**src/rtl/cpu_controller.sv**
```systemverilog
// ---------------------------------------------------------------------------
// cpu_controller
//   Eight-phase fetch/decode/execute sequencer for the 8-bit accumulator CPU.
//   Decodes the 3-bit opcode, sequences memory reads/writes and drives the
//   PC, IR and ACC load strobes. The ALU is_zero flag resolves SKZ.
//
// Parameters
//   HALT_STICKY  1: HLT parks the sequencer in a halted state until reset
//                0: halt pulses for one phase and fetching continues
//
// Ports
//   clk     in   system clock, rising edge
//   rst_n   in   asynchronous active-low reset
//   en      in   phase-advance enable (0 freezes the phase and its decode)
//   opcode  in   IR[7:5], meaningful from phase OP_ADDR onward
//   zero    in   ALU is_zero flag (equals ACC==0 while SKZ executes)
//   sel     out  address mux: 1 = PC, 0 = IR operand address
//   rd      out  memory read enable
//   ld_ir   out  load instruction register
//   inc_pc  out  PC increment strobe
//   ld_pc   out  PC parallel load (jump target)
//   ld_ac   out  accumulator load
//   wr      out  memory write strobe
//   data_e  out  drive ACC onto the data bus
//   halt    out  HLT indication
//   phase   out  current phase index (debug view of the FSM), 7 while halted
//
// Handshake: there is no valid/ready pair here; en is a plain qualifier.
// The phase advances only on a rising clk edge sampled with en=1, and all
// strobes are a pure combinational decode of the registered state, so they
// stay asserted for as long as en holds the phase.
// ---------------------------------------------------------------------------
module cpu_controller #(
   parameter logic HALT_STICKY = 1'b1
) (
   input  logic       clk,
   input  logic       rst_n,
   input  logic       en,
   input  logic [2:0] opcode,
   input  logic       zero,
   output logic       sel,
   output logic       rd,
   output logic       ld_ir,
   output logic       inc_pc,
   output logic       ld_pc,
   output logic       ld_ac,
   output logic       wr,
   output logic       data_e,
   output logic       halt,
   output logic [2:0] phase
);

   typedef enum logic [2:0] {
      INST_ADDR  = 3'd0,
      INST_FETCH = 3'd1,
      INST_LOAD  = 3'd2,
      IDLE       = 3'd3,
      OP_ADDR    = 3'd4,
      OP_FETCH   = 3'd5,
      ALU_OP     = 3'd6,
      STORE      = 3'd7
   } phase_t;

   localparam logic [2:0] OP_HLT = 3'b000;
   localparam logic [2:0] OP_SKZ = 3'b001;
   localparam logic [2:0] OP_ADD = 3'b010;
   localparam logic [2:0] OP_AND = 3'b011;
   localparam logic [2:0] OP_XOR = 3'b100;
   localparam logic [2:0] OP_LDA = 3'b101;
   localparam logic [2:0] OP_STO = 3'b110;
   localparam logic [2:0] OP_JMP = 3'b111;

   phase_t phase_q, phase_d;
   logic   halted_q, halted_d;
   logic   is_aluop, is_skz, is_sto, is_jmp, is_hlt;

   // Opcode classes; only consumed in phases OP_ADDR..STORE so an undefined
   // opcode during fetch cannot reach the outputs.
   assign is_aluop = (opcode == OP_ADD) || (opcode == OP_AND) ||
                     (opcode == OP_XOR) || (opcode == OP_LDA);
   assign is_skz   = (opcode == OP_SKZ);
   assign is_sto   = (opcode == OP_STO);
   assign is_jmp   = (opcode == OP_JMP);
   assign is_hlt   = (opcode == OP_HLT);

   always_ff @(posedge clk or negedge rst_n) begin
      if (!rst_n) begin
         phase_q  <= INST_ADDR;
         halted_q <= 1'b0;
      end else begin
         phase_q  <= phase_d;
         halted_q <= halted_d;
      end
   end

   always_comb begin
      phase_d  = phase_q;
      halted_d = halted_q;
      sel      = 1'b0;
      rd       = 1'b0;
      ld_ir    = 1'b0;
      inc_pc   = 1'b0;
      ld_pc    = 1'b0;
      ld_ac    = 1'b0;
      wr       = 1'b0;
      data_e   = 1'b0;
      halt     = 1'b0;
      phase    = phase_q;

      if (halted_q) begin
         // Parked: everything quiet except halt; only rst_n leaves this.
         halt  = 1'b1;
         phase = 3'd7;
      end else begin
         if (en) begin
            if (HALT_STICKY && (phase_q == OP_ADDR) && is_hlt) begin
               halted_d = 1'b1;
               phase_d  = STORE;
            end else begin
               phase_d = phase_t'(phase_q + 3'd1);
            end
         end

         case (phase_q)
            INST_ADDR: begin
               sel = 1'b1;
            end
            INST_FETCH: begin
               sel = 1'b1;
               rd  = 1'b1;
            end
            INST_LOAD, IDLE: begin
               sel   = 1'b1;
               rd    = 1'b1;
               ld_ir = 1'b1;
            end
            OP_ADDR: begin
               inc_pc = 1'b1;
               halt   = is_hlt;
            end
            OP_FETCH: begin
               rd = is_aluop;
            end
            ALU_OP: begin
               rd     = is_aluop;
               // Second PC increment skips the next instruction.
               inc_pc = is_skz & zero;
               ld_pc  = is_jmp;
               data_e = is_sto;
            end
            STORE: begin
               rd     = is_aluop;
               ld_ac  = is_aluop;
               ld_pc  = is_jmp;
               wr     = is_sto;
               data_e = is_sto;
            end
            default: begin
               sel = 1'b1;
            end
         endcase
      end
   end

endmodule
```
**config.mk**
```make
export PLATFORM = sky130hd
export DESIGN_NAME = cpu_controller
export DESIGN_NICKNAME = d
export VERILOG_FILES = /design/src/rtl/cpu_controller.sv
export SDC_FILE = /design/constraint.sdc
export NUM_CORES = 1
export LEC_CHECK = 0
export CAP_MARGIN = 20
export CORE_AREA = 10 10 47 49
export DETAILED_ROUTE_END_ITERATION = 6
export DIE_AREA = 0 0 57 59
export PLACE_DENSITY = 0.68
export SETUP_SLACK_MARGIN = 0.1
export SLEW_MARGIN = 20
export SYNTH_ARGS = -nofsm -noshare
export SYNTH_HDL_FRONTEND = slang
export SYNTH_SLANG_ARGS = --single-unit
```
**constraint.sdc**
```tcl
create_clock -name clk -period 3.5 [get_ports clk]
set_input_delay 0.7 -clock clk [delete_from_list [all_inputs] [get_ports clk]]
set_output_delay 0.7 -clock clk [all_outputs]
set_load 0.01 [all_outputs]
```
After elaboration in Yosys (flattened, before gate mapping) --
Cells that the tools add are included.
Word-level totals: flip-flop bits (word level) 4, output and inout port bits 12, bits of input ports 7, logic and storage cells 54
Operators by class: equality and inequality tests 14, multiplexer cells 23, reduce and logical (&&, ||, !) cells 12, bitwise gates (word level) 2, $add $sub $neg 1
Operator list (number):
- $eq 3x3->1 const B | 8
- $mux 1 | 19
- $eq 3x2->1 const B | 4
- $eq 3x1->1 const B | 2
- $logic_not 3->1 | 2
- $mux 3 | 2
- $reduce_or 3->1 | 2
- $pmux 1 s2 | 2
- $reduce_or 2->1 | 2
- $reduce_or 4->1 | 1
- $add 3x1->3 const B | 1
- $logic_or 1x1->1 | 3
- $reduce_and 2->1 | 1
- $and 1x1->1 | 1
- $logic_and 1x1->1 | 1
- $not 1->1 | 1

Longest topological paths before layout --
Gate-level depths: netlist of run 1.
depth after elaboration 6, mapped depth 5, gate-level depth less buffers 5

Least setup slack after synthesis of run 1 --
OpenSTA, ideal clock, no wires.
kind flip-flop to output port, start point reg phase_q[1], end point out sel, slack 1.539 ns, arrival time 1.261 ns, stages on the path, launching flop included 6, required time 2.800 ns, cells stage by stage dfrtp_1 -> inv_1 -> ha_1 -> or3_1 -> a21oi_1 -> nor2_1
Between the ends: longest elaborated chain between the ends 4, elaborated cells on any way between the ends 7, those cells by class 3 x eq/ne; 2 x mux; 2 x reduce/logical
Ends and longest elaborated chain:
- start: declaration | line 73 | phase_t phase_q, phase_d;
- start signal: assignment | line 91 | phase_q <= phase_d;
- $eq 3x2->1, or another cell as far along | line 124 | case (phase_q)
- $reduce_or 4->1 (no source line) *
- $mux 1 * | line 124
- $mux 1 * | line 110 | if (halted_q) begin
- end: declaration | line 41 | output logic sel,
Mark *: on every way between the ends. The rest lies on a longest branch, timed or not.

Worst setup path after layout of run 1 --
start point in opcode[1], end point out inc_pc
Between the ends: longest elaborated chain between the ends 4
Ends and longest elaborated chain:
- start: declaration | line 39 | input logic [2:0] opcode,
- $eq 3x1->1 | line 81 | assign is_skz = (opcode == OP_SKZ);
- $and 1x1->1 | line 147 | inc_pc = is_skz & zero;
- $pmux 1 s2 | line 124
- $mux 1 | line 110
- end: declaration | line 44 | output logic inc_pc,
No other way between the ends.

==> results of run 1 <==
[per-layer routing]
| metal | global-route usage (%) | wire (um) | up-vias | part of all wire (%) |
|---|---|---|---|---|
| li1 | - | - | 211 | - |
| met1 | 5.97 | 438 | 189 | 42 |
| met2 | 10.9 | 547 | 7 | 53 |
| met3 | 1.93 | 47 | 2 | 4.5 |
| met4 | 6.38 | 8 | 0 | 0.77 |
| met5 | 0 | 0 | - | 0 |
[power breakdown]
group          leakage [uW]  internal (uW)  switching (uW)
registers         0.0000459           69.2            51.7
logic              0.000222            189             150
clock network     0.0000138           38.2            16.6
total              0.000281            296             219
[layout by cell type, fill, tap and decap left out, types with 2 or more instances in the layout]
cell type / synthesis / routed
clkdlybuf4s50_1: 0 / 18
nor2_1: 7 / 7
ha_1: 6 / 6
inv_1: 5 / 5
nor3_1: 4 / 4
dfrtp_1: 4 / 4
or2_2: 3 / 3
clkbuf_4: 0 / 3
nor3b_1: 2 / 2
a21oi_1: 2 / 2
a31oi_1: 2 / 2
[worst max-delay path by stage]
stage                                       from     end  slack (ns)  cells after the start
after global routing                   opcode[1]  inc_pc        0.44                      5
after floorplan           phase_q[1]$_DFFE_PN0P_     sel        1.54                      5
after detailed placement               opcode[1]  inc_pc        0.56                      5
final                                  opcode[1]  inc_pc        0.58                      5
after global placement                 opcode[1]  inc_pc        0.59                      5
after CTS                              opcode[1]  inc_pc        0.56                      5
[final cells by class]
type                    instances  area, um2  share of cell area [%]
clock buffers                   3       22.5                    3.64
well taps                      16       20.0                    3.23
inverters                       5       18.8                    3.03
flip-flops and latches          4        100                    16.2
repair buffers                 18        180                    29.1
multi-input cells              38        278                    44.8
[metrics by stage]
step	total power [uW]	utilization, %
after floorplan	308	-
after global placement	468	42.6
after detailed placement	470	42.6
after CTS	529	44.2
after global routing	573	44.2
final	515	44.2
[sequential cells by signal, summed over array words and instances (netlist names)]
signal    flops
phase_q       3
halted_q      1
[critical path, cell delays in order]
cell	delay (ns)
clkdlybuf4s50_1	0.47
nor2_1	0.19
a41oi_1	0.15
nor3_1	0.15
clkdlybuf4s50_1	0.56
[cells by family (layout without fill, tap and decap cells)]
family	after synthesis	in the layout	synth area share, %
and+or+nand+nor	22	22	31.2
xor gates and xnor gates	1	1	2.18
buffers and inverters	6	26	5.92
muxes	1	1	2.49
DFF	4	4	24.9
AOI/OAI and AO/OA	8	8	14.6
adders and majority gates	6	6	18.7
==> results_dict.tcl, run 1 <==
set metrics [dict create \
    status "finished clean" \
    grt_pass1_wl_um 1720 \
    hold_buffers 0 \
    fin_area_um2 619 \
    cts.sinks 4 \
    postCtsSetupRepairBufs 0 \
    diodes 0 \
    placed_area_um2 597 \
    maxCapViolCount 0 \
    period_needed_ns 2.92 \
    clk_pin_slew_ns 0.04 \
    synth_top_area_share_pct 24.9 \
    power_density_nw_per_um2 832 \
    setup_violations 0 \
    timing.hold.ws_ns 0.621 \
    drt_iter0_drc 7 \
    worstSkewPairLatency_ns 0.23 \
    yosys.cell_count.top_type "nor2_1" \
    start_util_pct 28.7 \
    hold_depth 2 \
    die_height_um 59 \
    dp_hpwl_um 864 \
    dr.pass1.iters 4 \
    avgRoutedWirePerCell_um 12.4 \
    peakVddDrop_v 0.000348 \
    fin_crit_sh_pct 83.4 \
    min_to "phase_q[0]$_DFFE_PN0P_" \
    relSlewSlack_pct 73.4 \
    fin_tns_setup_ns 0 \
    crit_fanout 4 \
    numCtsBuffers 3 \
    max_freq_mhz 343 \
    port-buffer-count 18 \
    r2r_setup_slack_ns 2.21 \
    postRouteAntennaNets 0 \
    ys.flop_type "dfrtp_1" \
    pin_count 19 \
    synth_edf_count 0 \
    r2r-start "phase_q[1]$_DFFE_PN0P_" \
    synth_common_cells "nor2_1 (7), ha_1 (6), inv_1 (5)" \
    vias_per_cell 4.87 \
    htreeDepth 1 \
    grt-ovfl-total 0 \
    place.gp.congestion 0.777 \
    required_ns 2.80 \
    vias 409 \
    grt_pass1_vias 423 \
    num_rows 14 \
    synthTopCellsByArea "dfrtp_1 (25%), ha_1 (19%), nor2_1 (6.5%), nor3_1 (5.0%), inv_1 (4.7%)" \
    synthArstFlopShare_pct 100 \
    clockBufferDepth 2 \
    min_from "phase_q[0]$_DFFE_PN0P_" \
    coreArea_um2 1400 \
    synth.avg_cell_area_um2 8.37 \
    final.setup.worst_slack_ns 0.580 \
    drc 0 \
    criticalPathCategory "in2out" \
    cts.repair.resized 0 \
    drt-total-wl_um 1040 \
    die_w_um 57 \
    final-hold-violation-count 0 \
    worstHoldPathType "reg2reg" \
    cts_tree "yes" \
    dieArea_um2 3360 \
    reg2reg_depth 4 \
    p_leak_uw 0.000281 \
    worst_pin_slew_ns 0.399 \
    synth.distinct_cells 22 \
    fillCellCount 150 \
    fin_skew_ns 0.000517 \
    fin_nets 83 \
    ys_seq_area_share_pct 24.9 \
    start_kind "input pin" \
    place_ws_ns 0.564 \
    clockRootBuffer "clkbuf_4" \
    timing.rr.end "phase_q[1]$_DFFE_PN0P_" \
    drive_gt1_share_pct 11.8 \
    ys_ff_latch 4 \
    final_cells 84 \
    synth_warnings 0 \
    placed_cells 81 \
    finalMaxSlewViolations 0 \
    worst_setup_path_end_kind "primary output" \
    cp.arrival_ns 2.22 \
    synthCells 48 \
    synthToLayoutAreaGrowth_pct 54.2 \
    rsz0062_at_grt "no" \
    grt_use_total_pct 6.41 \
    synth_area_leader_cell "dfrtp_1" \
    antenna_found_initial 0 \
    syn_area_um2 402 \
    grt_max_degree 15 \
    syn-num-nets 61 \
]
No activity file was read; power rests on OpenSTA's default activity.
==> run 2: changes to the inputs <==
clock period = 2.7 ns   (was 3.5 ns; I/O delays follow)
==> run 2 against run 1 <==
  * Die area unchanged
  * Routed wire length grew 2.7%
  * Power up 29%
  * Largest power group unchanged
  * Highest routed layer unchanged
==> results_dict.tcl, run 2 (same netlist as run 1, synthesis figures left out) <==
set metrics [dict create \
    status "finished clean" \
    dp_hpwl_um 863 \
    period_needed_ns 2.52 \
    vias_per_cell 4.66 \
    maxCapViolCount 0 \
    dr.pass1.iters 4 \
    relSlewSlack_pct 73.8 \
    worst_pin_slew_ns 0.393 \
    fin_area_um2 638 \
    final-hold-violation-count 0 \
    placed_area_um2 604 \
    coreArea_um2 1400 \
    cts_tree "yes" \
    antenna_found_initial 0 \
    final_common_cell "clkdlybuf4s50_1" \
    place.gp.congestion 0.749 \
    grt_max_degree 15 \
    worstSkewPairLatency_ns 0.23 \
    grt_pass1_wl_um 1850 \
    worstHoldPathType "in2async" \
    final_cells 85 \
    drive_gt1_share_pct 14.5 \
    diodes 0 \
    drt_iter0_drc 5 \
    clockBufferDepth 2 \
    finalMaxSlewViolations 0 \
    crit_fanout 4 \
    avgRoutedWirePerCell_um 12.6 \
    drt-total-wl_um 1070 \
    start_util_pct 28.7 \
    regMostFlops "phase_q" \
    power_density_nw_per_um2 1040 \
    peakVddDrop_v 0.000535 \
    synthToLayoutAreaGrowth_pct 58.9 \
    fin_nets 84 \
    dieArea_um2 3360 \
    max_freq_mhz 396 \
    pin_count 19 \
    largest_reg_flops 3 \
    cts.sinks 4 \
    grt_use_total_pct 6.72 \
    placed_cells 82 \
    fin_crit_sh_pct 93.5 \
    clk_pin_slew_ns 0.04 \
    worst_setup_path_end_kind "primary output" \
    final-seq-area_um2 101 \
    fillCellCount 150 \
    final_util_pct 45.5 \
    multi_input_area_um2 278 \
    die_height_um 59 \
    fin_skew_ns 0.00288 \
    num_rows 14 \
    final_cell_mix "clkdlybuf4s50_1 (14), nor2_1 (7), ha_1 (6), inv_1 (5)" \
    grt_pass1_vias 448 \
    required_ns 2.16 \
    cp.arrival_ns 1.98 \
    port-buffer-count 18 \
    drc 0 \
    die_w_um 57 \
    vias 396 \
    hold_buffers 0 \
    fin_tns_setup_ns 0 \
    clockRootBuffer "clkbuf_4" \
    htreeDepth 1 \
    numCtsBuffers 3 \
    setup_violations 0 \
    fin_total_pwr_uw 662 \
    rsz0062_at_grt "no" \
    start_kind "input pin" \
    criticalPathCategory "in2out" \
    p_leak_uw 0.000348 \
    reg_top3 "phase_q x3, halted_q x1" \
    grt-ovfl-total 0 \
    postRouteAntennaNets 0 \
]
-- run 2: worst max-delay path: stages --
cell and delay (ns):
clkdlybuf4s50_1 0.47, nor2_1 0.20, nand4b_2 0.14, nand2b_1 0.09, clkdlybuf4s50_1 0.53
-- run 2: per-stage QoR --
| step | worst slack, ns | hold slack [ns] |
|---|---|---|
| after floorplan | 0.899 | 0.244 |
| after global placement | 0.116 | 0.610 |
| after detailed placement | 0.107 | 0.610 |
| after CTS | 0.101 | 0.493 |
| after global routing | 0.103 | 0.499 |
| final | 0.176 | 0.504 |
-- run 2: final timing paths --
path,startpoint,to,slack [ns],cells after the start
min in group clk,phase_q[0]$_DFFE_PN0P_,phase_q[0]$_DFFE_PN0P_,0.61,2
worst min-delay path,rst_n,halted_q$_DFF_PN0_,0.50,1
worst max register to register,phase_q[1]$_DFFE_PN0P_,phase_q[1]$_DFFE_PN0P_,1.37,5
worst min register to register,phase_q[0]$_DFFE_PN0P_,phase_q[0]$_DFFE_PN0P_,0.61,2
worst max-delay path,opcode[1],halt,0.18,5
max in group asynchronous,rst_n,phase_q[1]$_DFFE_PN0P_,2.03,1
-- run 2: where the power goes --
part,internal [uW],switching [uW],leakage [uW]
Combinational,238,194,0.000289
Sequential,91.3,67.3,0.0000451
Clock,49.5,21.6,0.0000138
Total,379,283,0.000348
-- run 2: final cells by class --
type | count | share of cell area, %
Multi-Input combinational cell | 38 | 43.5
Timing Repair Buffer | 19 | 31.0
Sequential cell | 4 | 15.9
Clock buffer | 3 | 3.53
Tap cell | 16 | 3.14
Inverter | 5 | 2.94
-- run 2: per-layer routing --
| metal | GRT usage (%) | vias to the layer above | share of wire, % |
|---|---|---|---|
| met5 | 0 | - | 0 |
| met4 | 6.04 | 0 | 0.75 |
| met3 | 1.07 | 2 | 3.9 |
| met2 | 11.9 | 7 | 55 |
| met1 | 6.59 | 175 | 40 |
| li1 | - | 212 | - |
-- run 2: timing repair --
action / CTS / global route
setup buffers: 0 / 0
resized for setup: 1 / 4
endpoints found under the setup margin: 1 / 4
